### config.mk
export PLATFORM = sky130hd
export DESIGN_NAME = muldiv_unit
export DESIGN_NICKNAME = d
export VERILOG_FILES = /design/src/rtl/vermicodes_pkg.sv /design/src/rtl/vermitypes_pkg.sv /design/src/rtl/muldiv_unit.sv
export SDC_FILE = /design/constraint.sdc
export NUM_CORES = 1
export LEC_CHECK = 0
export ABC_AREA = 1
export CAP_MARGIN = 20
export CORE_MARGIN = 4
export CORE_UTILIZATION = 59
export DETAILED_ROUTE_END_ITERATION = 8
export HOLD_SLACK_MARGIN = 0.03
export PLACE_DENSITY = 0.8
export REMOVE_ABC_BUFFERS = 1
export SLEW_MARGIN = 15
export SYNTH_ARGS = -nofsm -noshare
export SYNTH_HDL_FRONTEND = slang
export SYNTH_SLANG_ARGS = --single-unit
### constraint.sdc
create_clock -name clk -period 3.4 [get_ports clk]
set_input_delay 0.85 -clock clk [delete_from_list [all_inputs] [get_ports clk]]
set_output_delay 0.85 -clock clk [all_outputs]
set_load 0.01 [all_outputs]
### src/rtl/vermicodes_pkg.sv
// Vermicel encodings: RV32M funct3 op codes and multiply/divide timing constants.
package Vermicodes_pkg;

   typedef enum logic [2:0] {
      MUL    = 3'b000,
      MULH   = 3'b001,
      MULHSU = 3'b010,
      MULHU  = 3'b011,
      DIV    = 3'b100,
      DIVU   = 3'b101,
      REM    = 3'b110,
      REMU   = 3'b111
   } muldiv_op_t;

   localparam int MULDIV_ITERATIONS = 32;
   localparam int MULDIV_LATENCY    = 34;

endpackage

### src/rtl/vermitypes_pkg.sv
// Shared Vermicel data types: the machine word and the multiply/divide FSM states.
package Vermitypes_pkg;

   typedef logic [31:0] word_t;

   typedef enum logic [1:0] {
      IDLE   = 2'd0,
      RUN    = 2'd1,
      FINISH = 2'd2,
      DONE   = 2'd3
   } muldiv_state_t;

endpackage

### src/rtl/muldiv_unit.sv
// Multi-cycle RV32M multiply/divide unit, one bit per cycle, fixed 34-cycle latency.
// Define VERMICEL_MULDIV_DIV_EN to build the divider; otherwise division ops complete at once as illegal.
module muldiv_unit
   import Vermitypes_pkg::*;
   import Vermicodes_pkg::*;
#(
   parameter int WIDTH = 32
) (
   input  logic       clk,
   input  logic       reset,
   input  logic       start,
   input  logic [2:0] funct3,
   input  word_t      a,
   input  word_t      b,
   output logic       busy,
   output logic       done,
   output word_t      result,
   output logic       illegal
);

   muldiv_state_t      state_q, state_d;
   muldiv_op_t         op_q;
   logic [4:0]         count_q;
   word_t              opa_q;
   logic [2*WIDTH-1:0] prod_q;
   logic               neg_q;
   logic               accept, illegal_op, last_iter;
   logic               sign_a, sign_b;
   word_t              mag_a, mag_b, mulh_hi;
   logic [WIDTH:0]     mul_sum;

   assign accept    = start && (state_q == IDLE || state_q == DONE);
   assign last_iter = (count_q == 5'(MULDIV_ITERATIONS - 1));
   assign sign_a    = a[WIDTH-1] && (funct3 == MULH || funct3 == MULHSU || funct3 == DIV || funct3 == REM);
   assign sign_b    = b[WIDTH-1] && (funct3 == MULH || funct3 == DIV || funct3 == REM);
   assign mag_a     = sign_a ? -a : a;
   assign mag_b     = sign_b ? -b : b;

   // Shift-add step: multiplier sits in the low half and is consumed LSB first.
   assign mul_sum = {1'b0, prod_q[2*WIDTH-1:WIDTH]} + (prod_q[0] ? {1'b0, opa_q} : '0);
   // High half of the negated 64-bit product: borrow only propagates when the low half is zero.
   assign mulh_hi = neg_q ? (~prod_q[2*WIDTH-1:WIDTH] + word_t'(prod_q[WIDTH-1:0] == '0))
                          : prod_q[2*WIDTH-1:WIDTH];

`ifdef VERMICEL_MULDIV_DIV_EN
   word_t            opb_q, quot_fix, rem_fix;
   logic             nega_q, div_zero_q;
   logic [WIDTH:0]   rem_q;
   logic [WIDTH+1:0] rem_shift, trial;

   assign illegal_op = 1'b0;
   assign illegal    = 1'b0;
   assign rem_shift  = {rem_q, prod_q[WIDTH-1]};
   assign trial      = rem_shift - {2'b00, opb_q};
   assign quot_fix   = neg_q  ? -prod_q[WIDTH-1:0] : prod_q[WIDTH-1:0];
   assign rem_fix    = nega_q ? -rem_q[WIDTH-1:0]  : rem_q[WIDTH-1:0];
`else
   logic illegal_q;

   assign illegal_op = funct3[2];
   assign illegal    = illegal_q;
`endif

   always_ff @(posedge clk) begin
      // NOTE: registers use non-blocking assignments so every flop samples pre-edge values.
      if (reset) state_q <= IDLE;
      else       state_q <= state_d;
   end

   always_comb begin
      // NOTE: default assignment first, so no path leaves state_d unassigned and infers a latch.
      state_d = state_q;
      unique case (state_q)
         IDLE, DONE: state_d = accept ? (illegal_op ? DONE : RUN) : IDLE;
         RUN:        if (last_iter) state_d = FINISH;
         FINISH:     state_d = DONE;
         default:    state_d = IDLE;
      endcase
   end

   assign busy = (state_q == RUN) || (state_q == FINISH);
   assign done = (state_q == DONE);

   always_ff @(posedge clk) begin
      if (reset) begin
         op_q       <= MUL;
         count_q    <= '0;
         opa_q      <= '0;
         prod_q     <= '0;
         neg_q      <= 1'b0;
         result     <= '0;
`ifdef VERMICEL_MULDIV_DIV_EN
         opb_q      <= '0;
         nega_q     <= 1'b0;
         div_zero_q <= 1'b0;
         rem_q      <= '0;
`else
         illegal_q  <= 1'b0;
`endif
      end else begin
`ifndef VERMICEL_MULDIV_DIV_EN
         illegal_q <= accept && illegal_op;
`endif
         if (accept) begin
            op_q    <= muldiv_op_t'(funct3);
            count_q <= '0;
            opa_q   <= mag_a;
            neg_q   <= sign_a ^ sign_b;
            prod_q  <= {{WIDTH{1'b0}}, mag_b};
`ifdef VERMICEL_MULDIV_DIV_EN
            opb_q      <= mag_b;
            nega_q     <= sign_a;
            div_zero_q <= (b == '0);
            rem_q      <= '0;
            if (funct3[2]) prod_q <= {{WIDTH{1'b0}}, mag_a};
`else
            if (illegal_op) result <= '0;
`endif
         end else if (state_q == RUN) begin
            count_q <= count_q + 5'd1;
`ifdef VERMICEL_MULDIV_DIV_EN
            if (op_q[2]) begin
               // Restoring step: keep the trial difference only when it did not go negative.
               prod_q[WIDTH-1:0] <= {prod_q[WIDTH-2:0], ~trial[WIDTH+1]};
               rem_q             <= trial[WIDTH+1] ? rem_shift[WIDTH:0] : trial[WIDTH:0];
            end else begin
               prod_q <= {mul_sum, prod_q[WIDTH-1:1]};
            end
`else
            prod_q <= {mul_sum, prod_q[WIDTH-1:1]};
`endif
         end else if (state_q == FINISH) begin
            unique case (op_q)
               MUL:                result <= prod_q[WIDTH-1:0];
               MULH, MULHSU, MULHU: result <= mulh_hi;
`ifdef VERMICEL_MULDIV_DIV_EN
               // Overflow (MIN / -1) falls out of the magnitude path as MIN with remainder 0.
               DIV, DIVU:          result <= div_zero_q ? '1 : quot_fix;
               // A zero divisor leaves |a| as remainder; the sign fix restores a itself.
               REM, REMU:          result <= rem_fix;
`endif
               default:            result <= '0;
            endcase
         end
      end
   end

endmodule
==> results of run 1 <==
## layer usage
layer	part of all wire	up-vias	GRT usage
li1	-	5999	-
met1	0.43	5254	0.398
met2	0.46	487	0.543
met3	0.077	93	0.0575
met4	0.038	0	0.131
met5	0	-	0
## logic make-up (layout without fill, tap and decap cells)
group	count (synthesis)	count (layout)	synth area share
flops	140	140	0.262
xor+xnor	47	47	0.0385
buf+inv	296	386	0.112
simple gates	944	944	0.368
fa+ha+maj	42	42	0.0499
compound gates	345	345	0.170
## cells in the final DEF, fill, tap and decap left out, types with 3 or more instances in the layout
cell,netlist,routed
sky130_fd_sc_hd__a21oi_2,3,3
sky130_fd_sc_hd__nor4_1,11,11
sky130_fd_sc_hd__nand4_1,19,19
sky130_fd_sc_hd__clkbuf_16,0,17
sky130_fd_sc_hd__o21bai_1,8,8
sky130_fd_sc_hd__clkinv_2,1,3
sky130_fd_sc_hd__ha_1,41,41
sky130_fd_sc_hd__nor2_2,8,9
sky130_fd_sc_hd__xnor2_1,8,8
sky130_fd_sc_hd__nor2_1,155,154
sky130_fd_sc_hd__xor2_1,39,39
sky130_fd_sc_hd__dfxtp_1,140,140
sky130_fd_sc_hd__buf_4,5,18
sky130_fd_sc_hd__clkinvlp_4,0,5
sky130_fd_sc_hd__clkinv_4,0,3
sky130_fd_sc_hd__o21ai_1,19,19
sky130_fd_sc_hd__a21oi_1,160,160
sky130_fd_sc_hd__nand3b_1,3,3
sky130_fd_sc_hd__a21o_1,5,5
sky130_fd_sc_hd__inv_2,3,3
sky130_fd_sc_hd__clkdlybuf4s50_1,0,103
sky130_fd_sc_hd__a31oi_1,8,8
sky130_fd_sc_hd__nand3_1,135,135
sky130_fd_sc_hd__nand2_2,8,8
sky130_fd_sc_hd__or2_2,7,7
sky130_fd_sc_hd__inv_1,228,228
sky130_fd_sc_hd__o21ai_0,125,125
sky130_fd_sc_hd__o211ai_1,3,3
sky130_fd_sc_hd__nor3_1,28,28
sky130_fd_sc_hd__nand2_1,561,561
sky130_fd_sc_hd__o22ai_1,10,10
## worst paths after layout
check / to / slack (ns) / depth (start not counted) / start
max reg2reg: result[16]$_SDFFE_PP0P_ / 0.51 / 14 / prod_q[25]$_SDFFE_PP0P_
max: result[16]$_SDFFE_PP0P_ / 0.51 / 14 / prod_q[25]$_SDFFE_PP0P_
min: opa_q[16]$_SDFFE_PP0P_ / 0.46 / 2 / opa_q[16]$_SDFFE_PP0P_
min reg2reg: opa_q[16]$_SDFFE_PP0P_ / 0.46 / 2 / opa_q[16]$_SDFFE_PP0P_
## critical path: stages (launching register included)
cell and delay, ns:
sky130_fd_sc_hd__dfxtp_1 0.34, sky130_fd_sc_hd__nor4_1 0.50, sky130_fd_sc_hd__nand4_1 0.25, sky130_fd_sc_hd__nor2_1 0.26, sky130_fd_sc_hd__ha_1 0.23, sky130_fd_sc_hd__nand2_2 0.10
sky130_fd_sc_hd__nor2_4 0.25, sky130_fd_sc_hd__nand3_2 0.13, sky130_fd_sc_hd__nand2_2 0.20, sky130_fd_sc_hd__nand2_1 0.10, sky130_fd_sc_hd__nand2_1 0.07, sky130_fd_sc_hd__nand2_1 0.04
sky130_fd_sc_hd__o21ai_0 0.15, sky130_fd_sc_hd__nand2_1 0.07, sky130_fd_sc_hd__a21oi_1 0.13
## per-stage QoR
stage	area, sq um	total power (uW)
after floorplan	10400	4770
after global placement	11800	5920
after detailed placement	11800	5990
after CTS	12400	7860
after global routing	12400	8500
final	12400	7930
## cell type report
type	count	area, sq um
clock buffers	19	443
clock inverters	13	143
fillers	1615	5130
inverters	232	872
multi-input cells	1378	6690
flip-flops and latches	140	2800
well taps	225	282
repair buffers	122	1170
## power by group through the flow
| stage | Sequential [uW] | Combinational, uW | Clock (uW) |
|---|---|---|---|
| floorplan | 2410 | 2360 | 0 |
| global placement | 2470 | 3460 | 0 |
| detailed placement | 2480 | 3510 | 0 |
| CTS | 2450 | 3530 | 1890 |
| global route | 2520 | 4010 | 1960 |
| finish | 2470 | 3580 | 1880 |
## state kept, by name (all words and copies together), names as in the netlist
register and flops:
state_q 2, prod_q 64, neg_q 1, result 32, illegal 1, opa_q 32, op_q 3, count_q 5
==> results.md, run 1 <==
* Sequential area share after synthesis at 0.262
* CP Class: reg -> reg
* Highest net fanout along the worst path at 11
* Std-Cell Rows at 48
* DP Worst Slack at 0.517 ns
* Commonest cells in the synthesized netlist: sky130_fd_sc_hd__nand2_1 (561), sky130_fd_sc_hd__inv_1 (228), sky130_fd_sc_hd__a21oi_1 (160)
* Layout cell share with drive strength beyond 1 at 0.0452
* Synth Register Bits at 140
* Clock latency reported for the late side of the worst-skew pair at 0.44 ns
* # Post-CTS Setup Buffers at 0
* Startpoint Class: flop
* Max IR drop VDD at 0.000454 V
* Final Hold Slack at 0.455 ns
* CTS tree: yes
* DRC violation count after routing at 0
* Routed Wire Length at 32,500 um
* Clock network fraction of design power at 0.237
* Die Wd at 143 um
* DP Cell Count at 2,097
* Area growth from synthesis to layout at 16.1%
* Total global-route track usage at 0.319
* Final setup skew at 0.00897 ns
* Detailed-placement wirelength estimate at 24,900 um
* Violation count after the first detailed-routing iteration at 920
* Pins over their slew limit at 0
* Highest Clock Rate at 0.346 GHz
* Netlist Area Pre-Place at 10,700 sq um
* Register clock-pin slew on the reported worst setup and hold paths at 0.06 ns
* Post-route core utilization at 0.707
* Count of antenna-violating nets left after detailed routing at 0
* Share of the clock period used by the worst path at 0.850
* Normalized max-slew margin at 0.507
* Hold Path Class: reg -> reg
* Cell Pwr Density at 639 nW/um^2
* Number of vias per cell at 5.56
* Antenna Diode Count at 0
* Effective utilization at floorplan at 0.609
* Count of endpoints failing setup in the final report at 0
* Via count of the first global-routing pass at 11.1k
* Buffer cell driving the clock tree root: sky130_fd_sc_hd__clkbuf_16
* Final min period at 2.89 ns
* Total iterations of the first detailed-routing run at 5
* Average footprint of a synthesized cell at 5.89 sq um
* Die extent in y at 143 um
* Category of the worst setup path capture point: flop
* Sinks on the clock net at 140
* Nets at 2,003
* Distinct cells, synth at 43
* Global placement routability congestion at 0.938
* Global-route wire length before repair at 52,700 um
* Antenna violations before repair at 0
* Leftover overflow at the end of global routing at 0
* Via count at 11.8k
* Cell taking the most area after synthesis: sky130_fd_sc_hd__dfxtp_1
* Routed length per placed instance at 15.3 um
* Cts repair resizes at 0
* Non-filler instance count after layout at 2,129
* Post-synth EDFFs at 0
* Worst-case clock buffer depth at 2
* IO Count at 105
* Sequential share of power at 0.311
* Dominant cell by count in the synthesized netlist: sky130_fd_sc_hd__nand2_1
* Worst Path Required at 3.76 ns
* Maximum capacitance violations at 0
* Synth Instances at 1,814
* Minimum setup slack in the final design at 0.509 ns
* Net Sw Frac at 0.451
* Area share of the leading cell type in the synthesized netlist at 0.262
* Setup TNS after final layout at 0 ns
* Internal Pwr Total at 4350 uW
* Final hold vios at 0
* Total of hold buffers inserted after clock tree synthesis at 0
* Result of the run: finished, final reports clean
* Synthesis Warnings at 0
* Data arrival time of the worst path at 3.25 ns
* H-tree levels at 4
* Net Sw Power at 3580 uW
* Fraction of synthesis flops using an asynchronous set or reset pin at 0
* Number of buffers added on ports at 104
* Post-synth top flop: sky130_fd_sc_hd__dfxtp_1
* Leakage power at 0.00581 uW
* Transition time at the pin with the least slew margin at 0.739 ns
* Logic pwr share at 0.452
* Cell types with the largest area share after synthesis: sky130_fd_sc_hd__dfxtp_1 (26%), sky130_fd_sc_hd__nand2_1 (20%), sky130_fd_sc_hd__inv_1 (8.0%)
* Core region area at 17,500 sq um
* Die Footprint at 20,300 sq um
* Cts bufs inserted at 17
* Largest net degree at the start of global routing at 63
* Setup repair after global routing missed its margin: no
Note: power is estimated with default switching activity, not from simulation.
==> run 2, diff against run 1 <==
- ABC_AREA: 1 -> not set
- CAP_MARGIN: 20 -> not set
- CORE_UTILIZATION: 59 -> 58
==> results.md, run 2 <==
* Die Footprint at 18,300 sq um
* Worst-case clock buffer depth at 2
* Clock latency reported for the late side of the worst-skew pair at 0.43 ns
* Via count of the first global-routing pass at 8,290
* Category of the worst setup path capture point: flop
* Buffer cell driving the clock tree root: sky130_fd_sc_hd__clkbuf_16
* Synth Register Bits at 140
* Logic pwr share at 0.392
* Buffers plus inverters on the worst setup path at 1
* Antenna Diode Count at 0
* Share of the clock period used by the worst path at 0.946
* Die extent in y at 135 um
* Normalized max-slew margin at 0.306
* Worst-case hold path end point: opa_q[15]$_SDFFE_PP0P_
* Post-synth top flop: sky130_fd_sc_hd__dfxtp_1
* Global placement routability congestion at 0.930
* DRC violation count after routing at 0
* Register with the most flip-flops: prod_q
* Routed length per placed instance at 16.5 um
* Leading cell type in the layout, fill and taps excluded: sky130_fd_sc_hd__nor2_1
* Pins over their slew limit at 0
* Commonest cells in the synthesized netlist: sky130_fd_sc_hd__nor2_1 (158), sky130_fd_sc_hd__dfxtp_1 (140), sky130_fd_sc_hd__nand2_1 (88)
* Total iterations of the first detailed-routing run at 5
* Total of hold buffers inserted after clock tree synthesis at 0
* Core region area at 15,900 sq um
* Startpoint of the worst register-to-register path: prod_q[0]$_SDFFE_PP0P_
* Final Hold Slack at 0.448 ns
* Minimum setup slack in the final design at 0.183 ns
* Netlist Area Pre-Place at 9400 sq um
* DP Worst Slack at -0.0157 ns
* Worst Path Required at 3.71 ns
* Antenna violations before repair at 0
* Hold path depth at 2
* Count of filler cells inserted in the layout at 1,320
* Average footprint of a synthesized cell at 8.03 sq um
* Die Wd at 135 um
* Number of vias per cell at 5.94
* Sequential area share after synthesis at 0.298
* Startpoint Class: flop
* Hold Path Class: reg -> reg
* Cell with the biggest individual delay on the critical path: sky130_fd_sc_hd__fa_1
* Most used cells in the layout excluding fill and tap cells: sky130_fd_sc_hd__nor2_1 (157), sky130_fd_sc_hd__dfxtp_1 (140), sky130_fd_sc_hd__clkdlybuf4s50_1 (103)
* Max IR drop VDD at 0.000402 V
* Max incr delay on CP at 0.42 ns
* Detailed-placement wirelength estimate at 18,000 um
* Area share of the leading cell type in the synthesized netlist at 0.298
* CTS tree: yes
* Nets at 1,387
* Dominant cell by count in the synthesized netlist: sky130_fd_sc_hd__nor2_1
* Net Sw Frac at 0.370
* Largest regs: prod_q (64), opa_q (32), result (32)
* Leakage power at 0.00439 uW
* Internal Pwr Total at 4270 uW
* Post-synth EDFFs at 0
* Effective utilization at floorplan at 0.592
* Via count at 8,925
* Sinks on the clock net at 140
* H-tree levels at 4
* Cell taking the most area after synthesis: sky130_fd_sc_hd__dfxtp_1
* Count of antenna-violating nets left after detailed routing at 0
* Critical-path cell list: buf_12, and2_1, ha_1, fa_1, a21oi_2, o211ai_1, a21oi_1, o32ai_1, o41ai_2, o21ai_0, and3_1, or3_1
* Layout cell share with drive strength beyond 1 at 0.0910
* Total global-route track usage at 0.270
* Result of the run: finished, final reports clean
* Synth Instances at 1,170
* IO Count at 105
* R2r setup slk at 0.18 ns
* Area growth from synthesis to layout at 21.8%
* Fraction of synthesis flops using an asynchronous set or reset pin at 0
* Final hold vios at 0
* Cell types with the largest area share after synthesis: sky130_fd_sc_hd__dfxtp_1 (30%), sky130_fd_sc_hd__nor2_1 (6.3%), sky130_fd_sc_hd__xor2_1 (5.5%)
* Number of buffers added on ports at 104
* Largest net degree at the start of global routing at 95
* Max FFs per register at 64
* Start point of the worst min-delay path: opa_q[15]$_SDFFE_PP0P_
* Leftover overflow at the end of global routing at 0
* Data arrival time of the worst path at 3.53 ns
* Clock network fraction of design power at 0.273
* Net Sw Power at 2510 uW
* Register clock-pin slew on the reported worst setup and hold paths at 0.06 ns
* Std-Cell Rows at 46
* Cell family with most CP delay: compound AO/OA/AOI/OAI gates
* Worst reg2reg path endpoint: prod_q[59]$_SDFFE_PP0P_
* Final min period at 3.22 ns
* Final setup skew at 0.0113 ns
* Transition time at the pin with the least slew margin at 1.04 ns
* Distinct cells, synth at 77
* Synthesis Warnings at 0
* Highest Clock Rate at 0.311 GHz
* Worst r2r path cells at 12
* Global-route wire length before repair at 40,500 um
* Sequential share of power at 0.335
* Cell Pwr Density at 592 nW/um^2
* Count of endpoints failing setup in the final report at 0
* Highest net fanout along the worst path at 34
* Cts bufs inserted at 17
* Violation count after the first detailed-routing iteration at 866
* Routed Wire Length at 24,800 um
* CP Class: reg -> reg
* Maximum capacitance violations at 0
==> run 2: worst max-delay path by stage <==
stage	start	endpoint	slack, ns	cells past startpoint
3_5_place_dp	b[8]	prod_q[23]$_SDFFE_PP0P_	-0.02	9
4_1_cts	prod_q[24]$_SDFFE_PP0P_	result[26]$_SDFFE_PP0P_	0.08	13
6_report	prod_q[0]$_SDFFE_PP0P_	prod_q[59]$_SDFFE_PP0P_	0.18	12
5_1_grt	prod_q[28]$_SDFFE_PP0P_	result[11]$_SDFFE_PP0P_	-0.01	14
3_3_place_gp	a[12]	opa_q[28]$_SDFFE_PP0P_	0.06	8
2_1_floorplan	state_q[0]$_SDFFE_PP0P_	result[12]$_SDFFE_PP0P_	-1.53	7
==> run 2: kinds of logic (layout without fill, tap and decap cells) <==
logic type | Yosys count | in the layout | synth area share
and+or+nand+nor | 421 | 421 | 0.225
buffers and inverters | 99 | 215 | 0.0431
xor gates and xnor gates | 106 | 106 | 0.0988
muxes | 51 | 51 | 0.0543
DFF | 140 | 140 | 0.298
AOI/OAI and AO/OA | 311 | 311 | 0.224
adders and majority gates | 42 | 42 | 0.0567
==> run 2: timing repair <==
item / 4_1_cts / 5_1_grt
gates resized for setup: 0 / 7
buffers inserted: 0 / 0
setup endpoints to repair: 0 / 13
endpoints found under the hold margin: 0 / 0
==> run 2: metal layers <==
metal | routed length, um | global-route usage | share of wire | up-vias
met4 | 483 | 0.0812 | 0.019 | 0
met3 | 1560 | 0.0505 | 0.063 | 37
met5 | 0 | 0 | 0 | -
li1 | - | - | - | 4476
met1 | 11400 | 0.365 | 0.46 | 4106
met2 | 11300 | 0.440 | 0.46 | 306
==> run 2: tightest hold or removal path: cells and delay by family (launching register included) <==
family / cells / cell delay (ns)
AND/OR/NAND/NOR: 1 / 0.05
AO/OA/AOI/OAI: 1 / 0.05
flip-flops: 1 / 0.30
==> run 2: power by group through the flow <==
stage | clock network (uW) | logic (uW) | registers (uW)
floorplan | 0 | 1700 | 2250
global placement | 0 | 2550 | 2270
detailed placement | 0 | 2610 | 2290
CTS | 1870 | 2630 | 2260
global route | 1930 | 2920 | 2310
finish | 1850 | 2660 | 2270
==> run 2: final cells by class <==
class	count	area [sq um]	area share
Clock buffer	22	464	0.0405
Clock inverter	8	118	0.0103
Inverter	30	113	0.00984
Multi-Input combinational cell	931	6240	0.545
Sequential cell	140	2800	0.245
Tap cell	216	270	0.0236
Timing Repair Buffer	155	1440	0.126
==> run 2: through the flow <==
step / std cells / util / total power [uW] / cell area [sq um] / TNS [ns]
finish: 1502 / 0.721 / 6780 / 11400 / 0
floorplan: 1101 / - / 3950 / 9110 / -54.08
CTS: 1502 / 0.719 / 6750 / 11400 / 0
global route: 1502 / 0.721 / 7170 / 11400 / -0.0103
global placement: 1472 / 0.682 / 4830 / 10800 / 0
detailed placement: 1472 / 0.682 / 4900 / 10800 / -0.0157
==> run 3, diff against run 2 <==
- ABC_AREA: not set -> 1
- CORE_MARGIN: 4 -> 2
- CORE_UTILIZATION: 58 -> 59
==> results.md, run 3 (same netlist as run 1, synthesis figures left out) <==
* Wire length on met1 at 14,000 um
* Antenna Diode Count at 0
* Global-route wire length before repair at 52,400 um
* Count of antenna-violating nets left after detailed routing at 0
* Leakage power at 0.00584 uW
* Total of hold buffers inserted after clock tree synthesis at 0
* Transition time at the pin with the least slew margin at 0.818 ns
* Count of endpoints failing setup in the final report at 0
* Buffer cell driving the clock tree root: sky130_fd_sc_hd__clkbuf_16
* Area growth from synthesis to layout at 16.6%
* Nets at 2,005
* Total iterations of the first detailed-routing run at 6
* CTS tree: yes
* # Post-CTS Setup Buffers at 0
* Largest net degree at the start of global routing at 48
* Pins over their slew limit at 0
* DRC violation count after routing at 0
* Final hold vios at 0
* Highest Clock Rate at 0.337 GHz
* Final setup skew at 0.0118 ns
* Antenna violations before repair at 0
* Startpoint Class: flop
* R2r setup slk at 0.43 ns
* Violation count after the first detailed-routing iteration at 972
* Core region area at 17,800 sq um
* Leading cell type in the layout, fill and taps excluded: sky130_fd_sc_hd__nand2_1
* Via count at 11.9k
* Die Footprint at 19,200 sq um
* Leftover overflow at the end of global routing at 0
* Number of vias per cell at 5.59
* Sinks on the clock net at 140
* Via count of the first global-routing pass at 11.0k
* Max FFs per register at 64
* Cts repair resizes at 0
* Worst Path Required at 3.76 ns
* IO Count at 105
* Routed length per placed instance at 15.3 um
* Largest regs: prod_q (64), opa_q (32), result (32)
* Result of the run: finished, final reports clean
* Share of the clock period used by the worst path at 0.874
* Worst-case clock buffer depth at 2
* Data arrival time of the worst path at 3.33 ns
* Final Hold Slack at 0.452 ns
* Max IR drop VDD at 0.000488 V
* Layout cell share with drive strength beyond 1 at 0.0457
* Final min period at 2.97 ns
* Normalized max-slew margin at 0.454
* Number of buffers added on ports at 104
* Effective utilization at floorplan at 0.599
* CP Class: reg -> reg
* Total global-route track usage at 0.331
* Std-Cell Rows at 49
* Register clock-pin slew on the reported worst setup and hold paths at 0.06 ns
* Highest net fanout along the worst path at 11
* Cell Pwr Density at 649 nW/um^2
* Clock latency reported for the late side of the worst-skew pair at 0.44 ns
* Detailed-placement wirelength estimate at 25,100 um
* Setup repair after global routing missed its margin: no
* Post-route core utilization at 0.698
* Count of filler cells inserted in the layout at 1,632
* Die extent in y at 139 um
* Detailed route wirelength on metal2 at 14,700 um
* Top layer reached by signal wires: met4
* Hold Path Class: reg -> reg
* Most used cells in the layout excluding fill and tap cells: sky130_fd_sc_hd__nand2_1 (561), sky130_fd_sc_hd__inv_1 (228), sky130_fd_sc_hd__a21oi_1 (160)
* Category of the worst setup path capture point: flop
* Register with the most flip-flops: prod_q
* Die Wd at 139 um
* Cts bufs inserted at 17
* Global placement routability congestion at 0.930
* Routed Wire Length at 32,600 um
* H-tree levels at 4
* Maximum capacitance violations at 0
* Met3 Wirelength at 2360 um
## run 3: changes by cell type in the layout (fill, tap and decap cells not counted), sizes merged, moves of 26 or more
cell	before	now
a211oi	54	0
a21oi	61	163
a22oi	27	1
and2	37	1
buf	52	21
inv	30	234
mux2i	51	0
nand2	89	569
nand3	23	137
o21ai	61	144
xnor2	47	8
## run 3: where the power goes
| part | switching (uW) | internal (uW) |
|---|---|---|
| logic | 2440 | 1200 |
| clock network | 777 | 1180 |
| registers | 415 | 2070 |
| total | 3630 | 4450 |
## run 3: metrics by stage
stage	setup slack [ns]	TNS, ns	cells	total power (uW)	area [sq um]
2_1_floorplan	-0.0128	-0.179	1750	4770	10400
3_3_place_gp	0.590	0	2103	5980	11900
3_5_place_dp	0.521	0	2103	6040	11900
4_1_cts	0.490	0	2134	7990	12500
5_1_grt	0.171	0	2134	8590	12500
6_report	0.429	0	2134	8080	12500
## run 3: cell type report
cell class | count | area (sq um) | area share
clock buffers | 19 | 443 | 0.0355
clock inverters | 12 | 163 | 0.0131
inverters | 232 | 872 | 0.0700
multi-input cells | 1378 | 6690 | 0.537
flip-flops and latches | 140 | 2800 | 0.225
well taps | 229 | 287 | 0.0230
repair buffers | 124 | 1200 | 0.0962
## run 3: metal layers
| metal | track usage | vias up |
|---|---|---|
| li1 | - | 6020 |
| met1 | 0.410 | 5261 |
| met4 | 0.169 | 0 |
| met3 | 0.0666 | 117 |
| met5 | 0 | - |
| met2 | 0.551 | 525 |
## run 3: path summary, 6_finish.rpt
check	endpoint	from	cells past startpoint
worst max-delay path	result[16]$_SDFFE_PP0P_	prod_q[25]$_SDFFE_PP0P_	14
worst min-delay path	opa_q[10]$_SDFFE_PP0P_	opa_q[10]$_SDFFE_PP0P_	2
worst max register to register	result[16]$_SDFFE_PP0P_	prod_q[25]$_SDFFE_PP0P_	14
worst min register to register	opa_q[10]$_SDFFE_PP0P_	opa_q[10]$_SDFFE_PP0P_	2
## run 3: worst max-delay path: stages, from the launching register on
cell and delay [ns]:
sky130_fd_sc_hd__dfxtp_1 0.33, sky130_fd_sc_hd__nor4_1 0.61, sky130_fd_sc_hd__nand4_1 0.22, sky130_fd_sc_hd__nor2_1 0.25, sky130_fd_sc_hd__ha_1 0.24, sky130_fd_sc_hd__nand2_2 0.10
sky130_fd_sc_hd__nor2_4 0.26, sky130_fd_sc_hd__nand3_2 0.12, sky130_fd_sc_hd__nand2_2 0.21, sky130_fd_sc_hd__nand2_1 0.11, sky130_fd_sc_hd__nand2_1 0.07, sky130_fd_sc_hd__nand2_1 0.04
sky130_fd_sc_hd__o21ai_0 0.14, sky130_fd_sc_hd__nand2_1 0.06, sky130_fd_sc_hd__a21oi_1 0.13
